File: config.mk
export PLATFORM = sky130hd
export DESIGN_NAME = pulse_window_sequencer
export DESIGN_NICKNAME = d
export VERILOG_FILES = /design/src/rtl/pulse_seq_pkg.sv /design/src/rtl/pulse_window_counter.sv /design/src/rtl/pulse_window_sequencer.sv
export SDC_FILE = /design/constraint.sdc
export NUM_CORES = 1
export LEC_CHECK = 0
export CORE_MARGIN = 10
export CORE_UTILIZATION = 40
export DETAILED_ROUTE_END_ITERATION = 10
export PLACE_DENSITY_LB_ADDON = 0.1
export SYNTH_ARGS = -nofsm -noshare
export SYNTH_HDL_FRONTEND = slang
export SYNTH_HIERARCHICAL = 1
export SYNTH_SLANG_ARGS = --single-unit
File: constraint.sdc
create_clock -name clk -period 3.6 [get_ports clk]
set_clock_uncertainty 0.15 [all_clocks]
set_input_delay 0.54 -clock clk [delete_from_list [all_inputs] [get_ports clk]]
set_output_delay 0.54 -clock clk [all_outputs]
set_load 0.01 [all_outputs]
File: src/rtl/pulse_seq_pkg.sv
// pulse_seq_pkg
//   Shared definitions for the pulse window sequencer: FSM state encoding and
//   the default width parameters used by the top level and its counters.
//   No ports (package).
package pulse_seq_pkg;

   // Sequencer states, one per phase of a pattern exposure.
   typedef enum logic [2:0] {
      ST_IDLE   = 3'd0,
      ST_TRIG   = 3'd1,
      ST_SETTLE = 3'd2,
      ST_COUNT  = 3'd3,
      ST_REPORT = 3'd4,
      ST_FIN    = 3'd5
   } seq_state_t;

   // Default widths.
   localparam int DEF_N_CH     = 2;
   localparam int DEF_CNT_W    = 16;
   localparam int DEF_WIN_W    = 32;
   localparam int DEF_SETTLE_W = 16;
   localparam int DEF_IDX_W    = 16;

endpackage

File: src/rtl/pulse_window_counter.sv
// pulse_window_counter
//   CNT_W-bit saturating event counter with synchronous clear and a sticky
//   saturation flag.
// Ports:
//   clk    in  1      clock
//   rst    in  1      synchronous active-high reset
//   clr    in  1      synchronous clear of count and flag
//   en     in  1      increment request for this cycle
//   count  out CNT_W  current count, stops at all-ones
//   sat    out 1      set once the count has reached all-ones
module pulse_window_counter #(
   parameter int CNT_W = 16
) (
   input  logic             clk,
   input  logic             rst,
   input  logic             clr,
   input  logic             en,
   output logic [CNT_W-1:0] count,
   output logic             sat
);

   localparam logic [CNT_W-1:0] CNT_MAX  = {CNT_W{1'b1}};
   localparam logic [CNT_W-1:0] CNT_NEAR = CNT_MAX - {{(CNT_W-1){1'b0}}, 1'b1};

   logic [CNT_W-1:0] count_r;
   logic             sat_r;

   // Count enabled events, holding at all-ones; flag records reaching the top.
   always_ff @(posedge clk) begin
      if (rst || clr) begin
         count_r <= '0;
         sat_r   <= 1'b0;
      end else if (en && (count_r != CNT_MAX)) begin
         count_r <= count_r + {{(CNT_W-1){1'b0}}, 1'b1};
         sat_r   <= (count_r == CNT_NEAR);
      end else begin
         count_r <= count_r;
         sat_r   <= sat_r;
      end
   end

   assign count = count_r;
   assign sat   = sat_r;

endmodule

File: src/rtl/pulse_window_sequencer.sv
// pulse_window_sequencer
//   Per pattern: strobe pattern_trig, wait settle_len cycles, count shaped
//   pulses per channel for win_len cycles, then present the result on a
//   valid/ready stream. Repeats n_patterns times and strobes done.
//   Optional feature macro: PULSE_SEQ_COINC_EN adds a counter of COUNT cycles
//   where every channel pulses together; without it res_coinc is tied to 0.
// Ports:
//   clk, rst (sync, active-high), start, abort, win_len, settle_len,
//   n_patterns, pulse_in[N_CH], pattern_trig, busy, res_valid, res_ready,
//   res_index, res_counts[N_CH*CNT_W], res_sat[N_CH], res_coinc, done
module pulse_window_sequencer
   import pulse_seq_pkg::*;
#(
   parameter int N_CH     = DEF_N_CH,
   parameter int CNT_W    = DEF_CNT_W,
   parameter int WIN_W    = DEF_WIN_W,
   parameter int SETTLE_W = DEF_SETTLE_W,
   parameter int IDX_W    = DEF_IDX_W
) (
   input  logic                  clk,
   input  logic                  rst,
   input  logic                  start,
   input  logic                  abort,
   input  logic [WIN_W-1:0]      win_len,
   input  logic [SETTLE_W-1:0]   settle_len,
   input  logic [IDX_W-1:0]      n_patterns,
   input  logic [N_CH-1:0]       pulse_in,
   output logic                  pattern_trig,
   output logic                  busy,
   output logic                  res_valid,
   input  logic                  res_ready,
   output logic [IDX_W-1:0]      res_index,
   output logic [N_CH*CNT_W-1:0] res_counts,
   output logic [N_CH-1:0]       res_sat,
   output logic [CNT_W-1:0]      res_coinc,
   output logic                  done
);

   seq_state_t        state_r;
   logic [WIN_W-1:0]  win_len_r;
   logic [SETTLE_W-1:0] settle_len_r;
   logic [IDX_W-1:0]  n_pat_r;
   logic [IDX_W-1:0]  index_r;
   logic [WIN_W-1:0]  timer_r;
   logic              pattern_trig_r;
   logic              busy_r;
   logic              res_valid_r;
   logic              done_r;

   logic              cnt_clr_s;
   logic              cnt_en_s;

   // Counters are wiped by reset, abort and at the start of every pattern.
   assign cnt_clr_s = abort || (state_r == ST_TRIG);
   assign cnt_en_s  = (state_r == ST_COUNT);

   // Sequencer FSM with registered strobes and the shared settle/window timer.
   always_ff @(posedge clk) begin
      if (rst) begin
         state_r        <= ST_IDLE;
         win_len_r      <= '0;
         settle_len_r   <= '0;
         n_pat_r        <= '0;
         index_r        <= '0;
         timer_r        <= '0;
         pattern_trig_r <= 1'b0;
         busy_r         <= 1'b0;
         res_valid_r    <= 1'b0;
         done_r         <= 1'b0;
      end else if (abort) begin
         state_r        <= ST_IDLE;
         index_r        <= '0;
         timer_r        <= '0;
         pattern_trig_r <= 1'b0;
         busy_r         <= 1'b0;
         res_valid_r    <= 1'b0;
         done_r         <= 1'b0;
      end else begin
         pattern_trig_r <= 1'b0;
         done_r         <= 1'b0;
         case (state_r)
            ST_IDLE: begin
               if (start) begin
                  // A zero window still counts for one cycle.
                  win_len_r    <= (win_len == '0) ? {{(WIN_W-1){1'b0}}, 1'b1} : win_len;
                  settle_len_r <= settle_len;
                  n_pat_r      <= n_patterns;
                  index_r      <= '0;
                  busy_r       <= 1'b1;
                  if (n_patterns == '0) begin
                     state_r <= ST_FIN;
                     done_r  <= 1'b1;
                  end else begin
                     state_r        <= ST_TRIG;
                     pattern_trig_r <= 1'b1;
                  end
               end else begin
                  busy_r <= 1'b0;
               end
            end
            ST_TRIG: begin
               // Timer is loaded with length-1 so it expires on the last cycle.
               if (settle_len_r == '0) begin
                  state_r <= ST_COUNT;
                  timer_r <= win_len_r - {{(WIN_W-1){1'b0}}, 1'b1};
               end else begin
                  state_r <= ST_SETTLE;
                  timer_r <= WIN_W'(settle_len_r) - {{(WIN_W-1){1'b0}}, 1'b1};
               end
            end
            ST_SETTLE: begin
               if (timer_r == '0) begin
                  state_r <= ST_COUNT;
                  timer_r <= win_len_r - {{(WIN_W-1){1'b0}}, 1'b1};
               end else begin
                  timer_r <= timer_r - {{(WIN_W-1){1'b0}}, 1'b1};
               end
            end
            ST_COUNT: begin
               if (timer_r == '0) begin
                  state_r     <= ST_REPORT;
                  res_valid_r <= 1'b1;
               end else begin
                  timer_r <= timer_r - {{(WIN_W-1){1'b0}}, 1'b1};
               end
            end
            ST_REPORT: begin
               if (res_ready) begin
                  res_valid_r <= 1'b0;
                  if (index_r == (n_pat_r - {{(IDX_W-1){1'b0}}, 1'b1})) begin
                     state_r <= ST_FIN;
                     done_r  <= 1'b1;
                  end else begin
                     index_r        <= index_r + {{(IDX_W-1){1'b0}}, 1'b1};
                     state_r        <= ST_TRIG;
                     pattern_trig_r <= 1'b1;
                  end
               end else begin
                  res_valid_r <= 1'b1;
               end
            end
            ST_FIN: begin
               state_r <= ST_IDLE;
               busy_r  <= 1'b0;
            end
            default: begin
               state_r     <= ST_IDLE;
               busy_r      <= 1'b0;
               res_valid_r <= 1'b0;
            end
         endcase
      end
   end

   // One saturating counter per channel; results sit directly in the counters.
   for (genvar k = 0; k < N_CH; k++) begin : g_ch
      pulse_window_counter #(.CNT_W(CNT_W)) u_cnt (
         .clk   (clk),
         .rst   (rst),
         .clr   (cnt_clr_s),
         .en    (cnt_en_s && pulse_in[k]),
         .count (res_counts[k*CNT_W +: CNT_W]),
         .sat   (res_sat[k])
      );
   end

`ifdef PULSE_SEQ_COINC_EN
   logic coinc_sat_s;

   // Coincidence: every channel high in the same COUNT cycle.
   pulse_window_counter #(.CNT_W(CNT_W)) u_coinc (
      .clk   (clk),
      .rst   (rst),
      .clr   (cnt_clr_s),
      .en    (cnt_en_s && (&pulse_in)),
      .count (res_coinc),
      .sat   (coinc_sat_s)
   );
`else
   assign res_coinc = '0;
`endif

   assign pattern_trig = pattern_trig_r;
   assign busy         = busy_r;
   assign res_valid    = res_valid_r;
   assign res_index    = index_r;
   assign done         = done_r;

endmodule

Word level (Yosys, flattened, before mapping)
Index checks and enable logic that the tools add are counted.
{ "word_totals": {"reg_bits": 153, "latchBits": 0, "mem_bits_rw": 0, "rom_bits": 0, "output_inout_bits": 70, "wordCells": 92, "mem_count": 0} }
{ "op_classes": {"add_sub_neg": 7, "multipliers": 0, "div": 0, "n_lt_le_gt_ge": 0, "n_eq_ne": 16, "shift": 0, "mux": 32, "bitwise_logic": 2, "n_reduce_logical": 21} }
{ "ops": {"columns": ["cell", "n"], "rows": [
  ["32-bit 2-to-1 mux", 4],
  ["32-bit one-hot mux with 3 select lines", 1],
  ["32-bit logical NOT", 2],
  ["32-bit by 1-bit subtractor with 32-bit output (second input constant)", 2],
  ["16-bit by 1-bit adder with 16-bit output (second input constant)", 3],
  ["16-bit 2-to-1 mux", 3],
  ["16-bit == test (second input constant)", 2],
  ["16-bit logical NOT", 2],
  ["16-bit != test (second input constant)", 2],
  ["16-bit one-hot mux with 2 select lines", 1],
  ["3-bit 2-to-1 mux", 6],
  ["16-bit by 1-bit subtractor with 17-bit output (second input constant)", 1],
  ["16-bit == test", 1],
  ["16-bit by 1-bit subtractor with 16-bit output (second input constant)", 1],
  ["3-bit one-hot mux with 5 select lines", 1],
  ["1-bit 2-to-1 mux", 12],
  ["2-bit != test (second input constant)", 5],
  ["4-bit AND reduction", 2],
  ["4-bit OR reduction", 2],
  ["3-bit by 2-bit == test with 1-bit output (second input constant)", 2],
  ["3-bit == test (second input constant)", 2],
  ["1-bit one-hot mux with 2 select lines", 3],
  ["1-bit logical AND", 4],
  ["2-bit AND reduction", 2],
  ["other kinds (10)", 12]
]} }

Depth between registers and ports, before layout
Gate-level depths: netlist of the first run.
{ "logic_depth": {"word_depth": 5, "mapped_depth": 13, "ltp_nobuf": 10} }

By module
The synthesis of the first run kept the hierarchy.
{ "modules_own_cells": {"columns": ["mod", "instances", "cells_each", "area_each_um2"], "rows": [
  ["pulse_window_sequencer", 1, 982, 7410.9],
  ["pulse_window_counter", 2, 101, 874.6]
]} }

Least setup slack after synthesis of the first run
OpenSTA, ideal clock, no wires.
{ "synth_path": {"path_type": "reg2reg", "startpoint": "reg state_r[1]", "endpoint": "reg g_ch[0].u_cnt.count_r[13]", "arrival_ns": 2.757, "path_slack_ns": 0.623, "stages_incl_launch_ff": 11, "n_path_buf": 4, "period_less_slack_ns": 2.977, "cell_sequence": "dfxtp_1 clkbuf_1 nor2b_1 clkbuf_1 clkbuf_1 and3_1 nand3_1 or4_1 clkbuf_2 or4_1 a21oi_1"} }
{ "synth_between": {"elab_chain_len": 3} }
{ "synth_lines": {"columns": ["element", "line_no", "source"], "rows": [
  ["start, declared", "pulse_window_sequencer.sv:39", "seq_state_t state_r;"],
  ["start signal, assigned", "pulse_window_sequencer.sv:60", "state_r <= ST_IDLE;"],
  ["start signal, assigned", "pulse_window_sequencer.sv:71", "state_r <= ST_IDLE;"],
  ["start signal, assigned", "pulse_window_sequencer.sv:91", "state_r <= ST_FIN;"],
  ["3-bit by 2-bit == test with 1-bit output / 3-bit by 1-bit == test with 1-bit output (equally long branches)", "pulse_window_sequencer.sv:55, pulse_window_sequencer.sv:54", null],
  ["1-bit logical AND / 1-bit logical OR (equally long branches)", "pulse_window_sequencer.sv:161, pulse_window_sequencer.sv:54", null],
  ["1-bit logical AND / 1-bit logical OR (equally long branches)", "pulse_window_counter.sv:33, pulse_window_counter.sv:30", null],
  ["end signal, assigned", "pulse_window_counter.sv:34", "count_r <= count_r + {{(CNT_W-1){1'b0}}, 1'b1};"],
  ["end signal, assigned", "pulse_window_counter.sv:37", "count_r <= count_r;"],
  ["end, declared", "pulse_window_counter.sv:25", "logic [CNT_W-1:0] count_r;"]
]} }
Several ways; a longest one is shown, not always the timed one.
A chain may end at the register's enable or synchronous reset.

Worst setup path after layout of the first run
{ "layout_path": {"startpoint": "reg timer_r[0]", "endpoint": "reg timer_r[27]"} }
{ "layout_between": {"elab_chain_len": 3} }
{ "layout_lines": {"columns": ["element", "line_no", "source"], "rows": [
  ["start, declared", "pulse_window_sequencer.sv:44", "logic [WIN_W-1:0] timer_r;"],
  ["start signal, assigned", "pulse_window_sequencer.sv:105", "timer_r <= win_len_r - {{(WIN_W-1){1'b0}}, 1'b1};"],
  ["start signal, assigned", "pulse_window_sequencer.sv:108", "timer_r <= WIN_W'(settle_len_r) - {{(WIN_W-1){1'b0}}, 1'b1};"],
  ["start signal, assigned", "pulse_window_sequencer.sv:114", "timer_r <= win_len_r - {{(WIN_W-1){1'b0}}, 1'b1};"],
  ["32-bit by 1-bit subtractor with 32-bit output / 32-bit logical NOT (equally long branches)", null, null],
  ["32-bit 2-to-1 mux, or another cell as far along", "pulse_window_sequencer.sv:120", "if (timer_r == '0) begin"],
  ["32-bit one-hot mux with 3 select lines / 2-bit AND reduction (equally long branches)", null, null]
]} }
Several ways; a longest one is shown, not always the timed one. The select of a mux whose other input is x is not followed.

==> results.py, run 1 <==
metrics = {
    "floorplanning": {
        "fp.dieW_um": 171,
        "initial_utilization": 0.406,
        "rows": 55,
        "fp.dieH_um": 171,
        "pin_count": 141,
        "core_um2": 22600,
        "dieArea_um2": 29400,
    },
    "yosys": {
        "synth_top_area_frac": 0.334,
        "synth_area_per_cell_um2": 7.74,
        "synth-async-reset-ratio": 0,
        "synth_most_common_cell": "nand2_1",
        "synthTopCellsByCount": "197 x nand2_1, 153 x dfxtp_1, 110 x a21oi_1, 68 x nor2_1, 50 x clkbuf_1",
        "synth_cell_type_count": 82,
        "ys_seq_area_frac": 0.334,
        "netlist_area_um2": 9160,
        "ys_ff_latch": 153,
        "syn_inst": 1184,
        "yosysTopAreaCell": "dfxtp_1",
        "netlist_top_cells_area": "dfxtp_1 33%, nand2_1 8.1%, a21oi_1 6.0%, xor2_1 3.5%, xnor2_1 3.4%",
        "yosys_warnings": 6,
        "synth_flop_cell": "dfxtp_1",
        "synth_edf_count": 0,
    },
    "global_routing": {
        "grt_max_degree": 66,
        "grt_pass1_wl_um": 44600,
        "grt_use_total": 0.185,
        "grt_pass1_vias": 8357,
        "overflow": 0,
        "grt_antenna_before_repair": 0,
    },
    "cts": {
        "clockBufferDepth": 2,
        "htree_levels": 4,
        "clk_latency_ns": 0.44,
        "cts_sinks": 153,
        "cts_buffers": 17,
        "tritoncts": "built",
        "clk_pin_slew_ns": 0.06,
        "hold_buffers": 0,
        "clock-root-buffer": "clkbuf_16",
        "post_cts.repair.setup_buffers": 0,
        "cts_resized": 0,
    },
    "setup_path": {
        "critPathMaxFanout": 14,
        "path_class": "reg -> reg",
        "crit_path_end_kind": "flop",
        "arrival_ns": 3.26,
        "critPathLaunchType": "flop",
        "required_ns": 3.77,
    },
    "timing": {
        "slew_headroom": 0.228,
        "fin_hold_ws_ns": 0.303,
        "rsz0062_at_grt": "no",
        "timing.final.crit_share": 0.857,
        "max_freq_mhz": 324,
        "tns_ns": 0,
        "final_hold_viol_count": 0,
        "finalWorstSetupSlack_ns": 0.514,
        "final_max_slew_viol_count": 0,
        "setup_viol": 0,
        "tightest_slew_ns": 1.14,
        "min_period_ns": 3.09,
    },
    "placement": {
        "pre_cts_slack_ns": 0.531,
        "gp_congestion": 0.859,
        "detailed_place_hpwl_um": 20000,
        "numPortBuffers": 124,
    },
    "drt": {
        "avgViaCountPerCell": 5.64,
        "vias": 8904,
        "drt-total-wl_um": 27000,
        "final_antenna_net_count": 0,
        "first_pass_iters": 5,
        "drt_first_iter_violations": 765,
        "drc": 0,
        "wl_per_cell_um": 17.1,
    },
    "flow_run": {
        "maxCapViolations": 0,
    },
    "layout": {
        "final_net_count": 1362,
        "nFillCells": 2255,
        "syn_to_final_growth_pct": 21.5,
        "post-route-util": 0.493,
        "antenna_cells": 0,
        "drive_gt1_frac": 0.0634,
    },
    "power": {
        "power_density_nw_per_um2": 420,
        "p_total_mw": 4.68,
        "ir_drop_v": 0.000212,
        "p_leak_nw": 3.90,
    },
    "hold_path": {
        "min_path_type": "reg -> reg",
    },
    "run_status": {
        "status": "finished, final reports clean",
    },
}
[cell usage in the layout (no fill, tap or decap), types with 6 or more instances in the layout]
cell,count
mux2i_1,7
nor3_1,38
and3_1,12
or4_1,30
o21ai_1,19
nor3b_1,7
xor2_1,37
conb_1,16
clkdlybuf4s50_1,123
o211ai_1,7
nor4_1,33
a21oi_1,110
and4_1,6
nand2_1,197
nand4b_1,9
o221a_1,12
o21ai_0,28
o31ai_1,26
a211oi_1,11
buf_4,19
a31oi_1,9
nand3_1,34
ha_1,10
nor2_1,66
or3_1,18
nand4_1,23
inv_1,30
nand3b_1,8
or2_2,8
o22ai_1,20
clkbuf_16,17
dfxtp_1,153
xnor2_1,36
[critical path, cell delays in order (launching register included)]
cell      delay, ns
dfxtp_1        0.39
inv_1          0.06
ha_1           0.22
nor4b_1        0.15
buf_4          0.15
nand4b_1       0.17
nor4_2         0.05
buf_4          0.18
a31oi_2        0.58
nand2_1        0.37
buf_4          0.27
o221a_1        0.22
[state kept, by name (all words and copies together), names as in the netlist]
name,count
busy,1
done,1
g_ch.u_cnt/count,32
g_ch.u_cnt/sat,2
n_pat_r,16
pattern_trig,1
res_index,16
res_valid,1
settle_len_r,16
state_r,3
timer_r,32
win_len_r,32
[where the power goes]
group	internal, mW	total, mW	switching [mW]
combinational	0.462	1.12	0.656
sequential	1.74	1.81	0.0707
clock	0.976	1.74	0.767
[logic make-up after synthesis]
| group | share of synthesized area |
|---|---|
| and+or+nand+nor | 0.298 |
| other | 0.000409 |
| AOI/OAI and AO/OA | 0.214 |
| xor gates and xnor gates | 0.0723 |
| adders and majority gates | 0.0137 |
| buffers and inverters | 0.0586 |
| DFF | 0.334 |
| muxes | 0.00888 |
[final timing paths]
check	from	slack [ns]	endpoint	cells after the start
max	timer_r[0]	0.51	timer_r[27]	11
min	timer_r[14]	0.30	timer_r[14]	2
max reg2reg	timer_r[0]	0.51	timer_r[27]	11
min reg2reg	timer_r[14]	0.30	timer_r[14]	2
[stage by stage]
stage,std cells,cell area [um2]
after CTS,1579,11100
after detailed placement,1547,10600
after global routing,1579,11100
after global placement,1547,10600
after floorplan,1199,9220
final,1579,11100
[cell type report]
type / instances / area, um2 / share of cell area
clock inverters: 12 / 116 / 0.0105
repair buffers: 144 / 1400 / 0.126
flip-flops and latches: 153 / 3060 / 0.275
multi-input cells: 935 / 5630 / 0.506
clock buffers: 20 / 447 / 0.0401
inverters: 30 / 113 / 0.0101
well taps: 285 / 357 / 0.0320
[routing by layer]
layer / track usage / vias up / wire [um]
met4: 0.0537 / 0 / 312
li1: - / 4531 / -
met5: 0 / - / 0
met3: 0.0332 / 25 / 1530
met1: 0.259 / 4104 / 13300
met2: 0.283 / 244 / 11900
Power figures use the tool's default switching activity.
==> inputs of run 2 (changes only) <==
- clock period: 3.6 -> 3.1 ns (I/O delays scaled with it)
==> run 2 against run 1 <==
  * Hold slack worse by 0.0094 ns
  * Utilization up 1.1 points
  * Sequential share of layout area down 0.58 points
  * Clock power up 14%
  * Register-to-register slack worse by 0.30 ns
  * Cell count up 1.5%
  * Global-route usage about the same
  * Sequential power up 16%
==> results.py, run 2 (synthesis results as in run 1) <==
metrics = {
    "run_status": {
        "status": "finished, final reports clean",
    },
    "hold_path": {
        "min_path_type": "in -> reg",
        "whs_path_depth": 3,
    },
    "setup_path": {
        "critPathMaxFanout": 12,
        "crit_path_end_kind": "flop",
        "path_cells": "or3_1, or3_1, a21o_1, a2111oi_1, and4_4, buf_4, or4_1, a21oi_1",
        "cp_slowest_cell": "a2111oi_1",
        "crit_cells": 8,
        "critPathLaunchType": "flop",
        "crit_path_frequent_cell": "or3_1",
        "critPathBufInv": 1,
        "path_class": "reg -> reg",
        "path_delay_family": "simple AND/OR/NAND/NOR gates",
        "required_ns": 3.23,
        "arrival_ns": 3.02,
        "ff2ff_path_depth": 8,
        "max_stage_delay_ns": 0.50,
    },
    "cts": {
        "clock-root-buffer": "clkbuf_16",
        "clockBufferDepth": 2,
        "cts_sinks": 153,
        "clk_pin_slew_ns": 0.06,
        "htree_levels": 4,
        "hold_buffers": 0,
        "clk_latency_ns": 0.43,
        "cts_buffers": 17,
        "tritoncts": "built",
    },
    "drt": {
        "vias": 9099,
        "final_antenna_net_count": 0,
        "avgViaCountPerCell": 5.68,
        "drc": 0,
        "first_pass_iters": 5,
        "wl_per_cell_um": 17.3,
        "drt_first_iter_violations": 877,
        "drt-total-wl_um": 27700,
    },
    "timing": {
        "min_period_ns": 2.89,
        "rsz0062_at_grt": "no",
        "final_hold_viol_count": 0,
        "tightest_slew_ns": 0.748,
        "max_freq_mhz": 346,
        "slew_headroom": 0.497,
        "setup_viol": 0,
        "finalWorstSetupSlack_ns": 0.214,
        "tns_ns": 0,
        "timing.final.crit_share": 0.931,
        "final_max_slew_viol_count": 0,
    },
    "floorplanning": {
        "rows": 55,
        "fp.dieW_um": 171,
        "pin_count": 141,
        "core_um2": 22600,
        "initial_utilization": 0.406,
        "dieArea_um2": 29400,
        "fp.dieH_um": 171,
    },
    "power": {
        "ir_drop_v": 0.000371,
        "clockPowerShare": 0.363,
        "swShare": 0.327,
        "power_switching_mw": 1.78,
        "p_seq_frac": 0.386,
        "internal-power_mw": 3.67,
        "p_total_mw": 5.45,
        "power_density_nw_per_um2": 479,
        "pwr-share-comb": 0.251,
        "p_leak_nw": 4.05,
    },
    "layout": {
        "mostFrequentLayoutCells": "197 x nand2_1, 153 x dfxtp_1, 123 x clkdlybuf4s50_1, 110 x a21oi_1, 66 x nor2_1",
        "antenna_cells": 0,
        "post-route-util": 0.503,
        "final_net_count": 1386,
        "drive_gt1_frac": 0.0827,
        "fin_area_um2": 11400,
        "syn_to_final_growth_pct": 24.1,
        "nFillCells": 2209,
        "mostFrequentLayoutCell": "nand2_1",
    },
    "flow_run": {
        "maxCapViolations": 0,
    },
    "global_routing": {
        "grt_max_degree": 66,
        "grt_pass1_vias": 8537,
        "grt_antenna_before_repair": 0,
        "grt_pass1_wl_um": 44600,
        "overflow": 0,
        "grt_use_total": 0.185,
    },
    "placement": {
        "pre_cts_slack_ns": 0.127,
        "place_area_um2": 10800,
        "gp_congestion": 0.896,
        "detailed_place_hpwl_um": 20700,
        "numPortBuffers": 124,
    },
}
==> run 2: timing repair <==
item / CTS / global route
endpoints found under the setup margin: 0 / 13
gates resized for setup: 0 / 4
buffers inserted: 0 / 2
==> run 2: final timing paths <==
kind,from,endpoint,slack [ns]
min reg2reg,timer_r[14],timer_r[14],0.32
min,rst,g_ch[0].u_cnt/count[6],0.29
max reg2reg,n_pat_r[2],res_index[8],0.21
max,n_pat_r[2],res_index[8],0.21
==> run 2: cell type report <==
class / count / area, um2 / share of cell area
Multi-Input combinational cell: 935 / 5650 / 0.497
Sequential cell: 153 / 3060 / 0.270
Timing Repair Buffer: 168 / 1630 / 0.143
Clock buffer: 19 / 443 / 0.0390
Tap cell: 285 / 357 / 0.0314
Inverter: 30 / 113 / 0.00991
Clock inverter: 13 / 110 / 0.00969
==> run 2: metrics by stage <==
stage / cells / hold slack, ns
final: 1603 / 0.293
after global routing: 1603 / 0.296
after CTS: 1601 / 0.282
after detailed placement: 1569 / 0.309
after global placement: 1569 / 0.301
after floorplan: 1199 / 0.278
==> run 2: power groups by stage <==
stage	Sequential, mW	Clock (mW)	Combinational (mW)
floorplan	2.12	0	0.921
global placement	2.15	0	1.34
detailed placement	2.15	0	1.34
CTS	2.10	2.02	1.34
global route	2.11	2.10	1.51
finish	2.10	1.98	1.37
==> run 2: worst reg2reg max path: stages, from the launching register on <==
cell and delay (ns):
dfxtp_1 0.38, or3_1 0.42, or3_1 0.35, a21o_1 0.18, a2111oi_1 0.50, and4_4 0.39, buf_4 0.19, or4_1 0.12
a21oi_1 0.06
==> run 2: routing by layer <==
layer  wire [um]  up-vias  GRT usage  share of wire
li1            -     4580          -              -
met1       13400     4226      0.257           0.48
met2       12200      273      0.286           0.44
met3        1840       20     0.0397          0.067
met4         274        0     0.0405         0.0099
met5           0        -          0              0
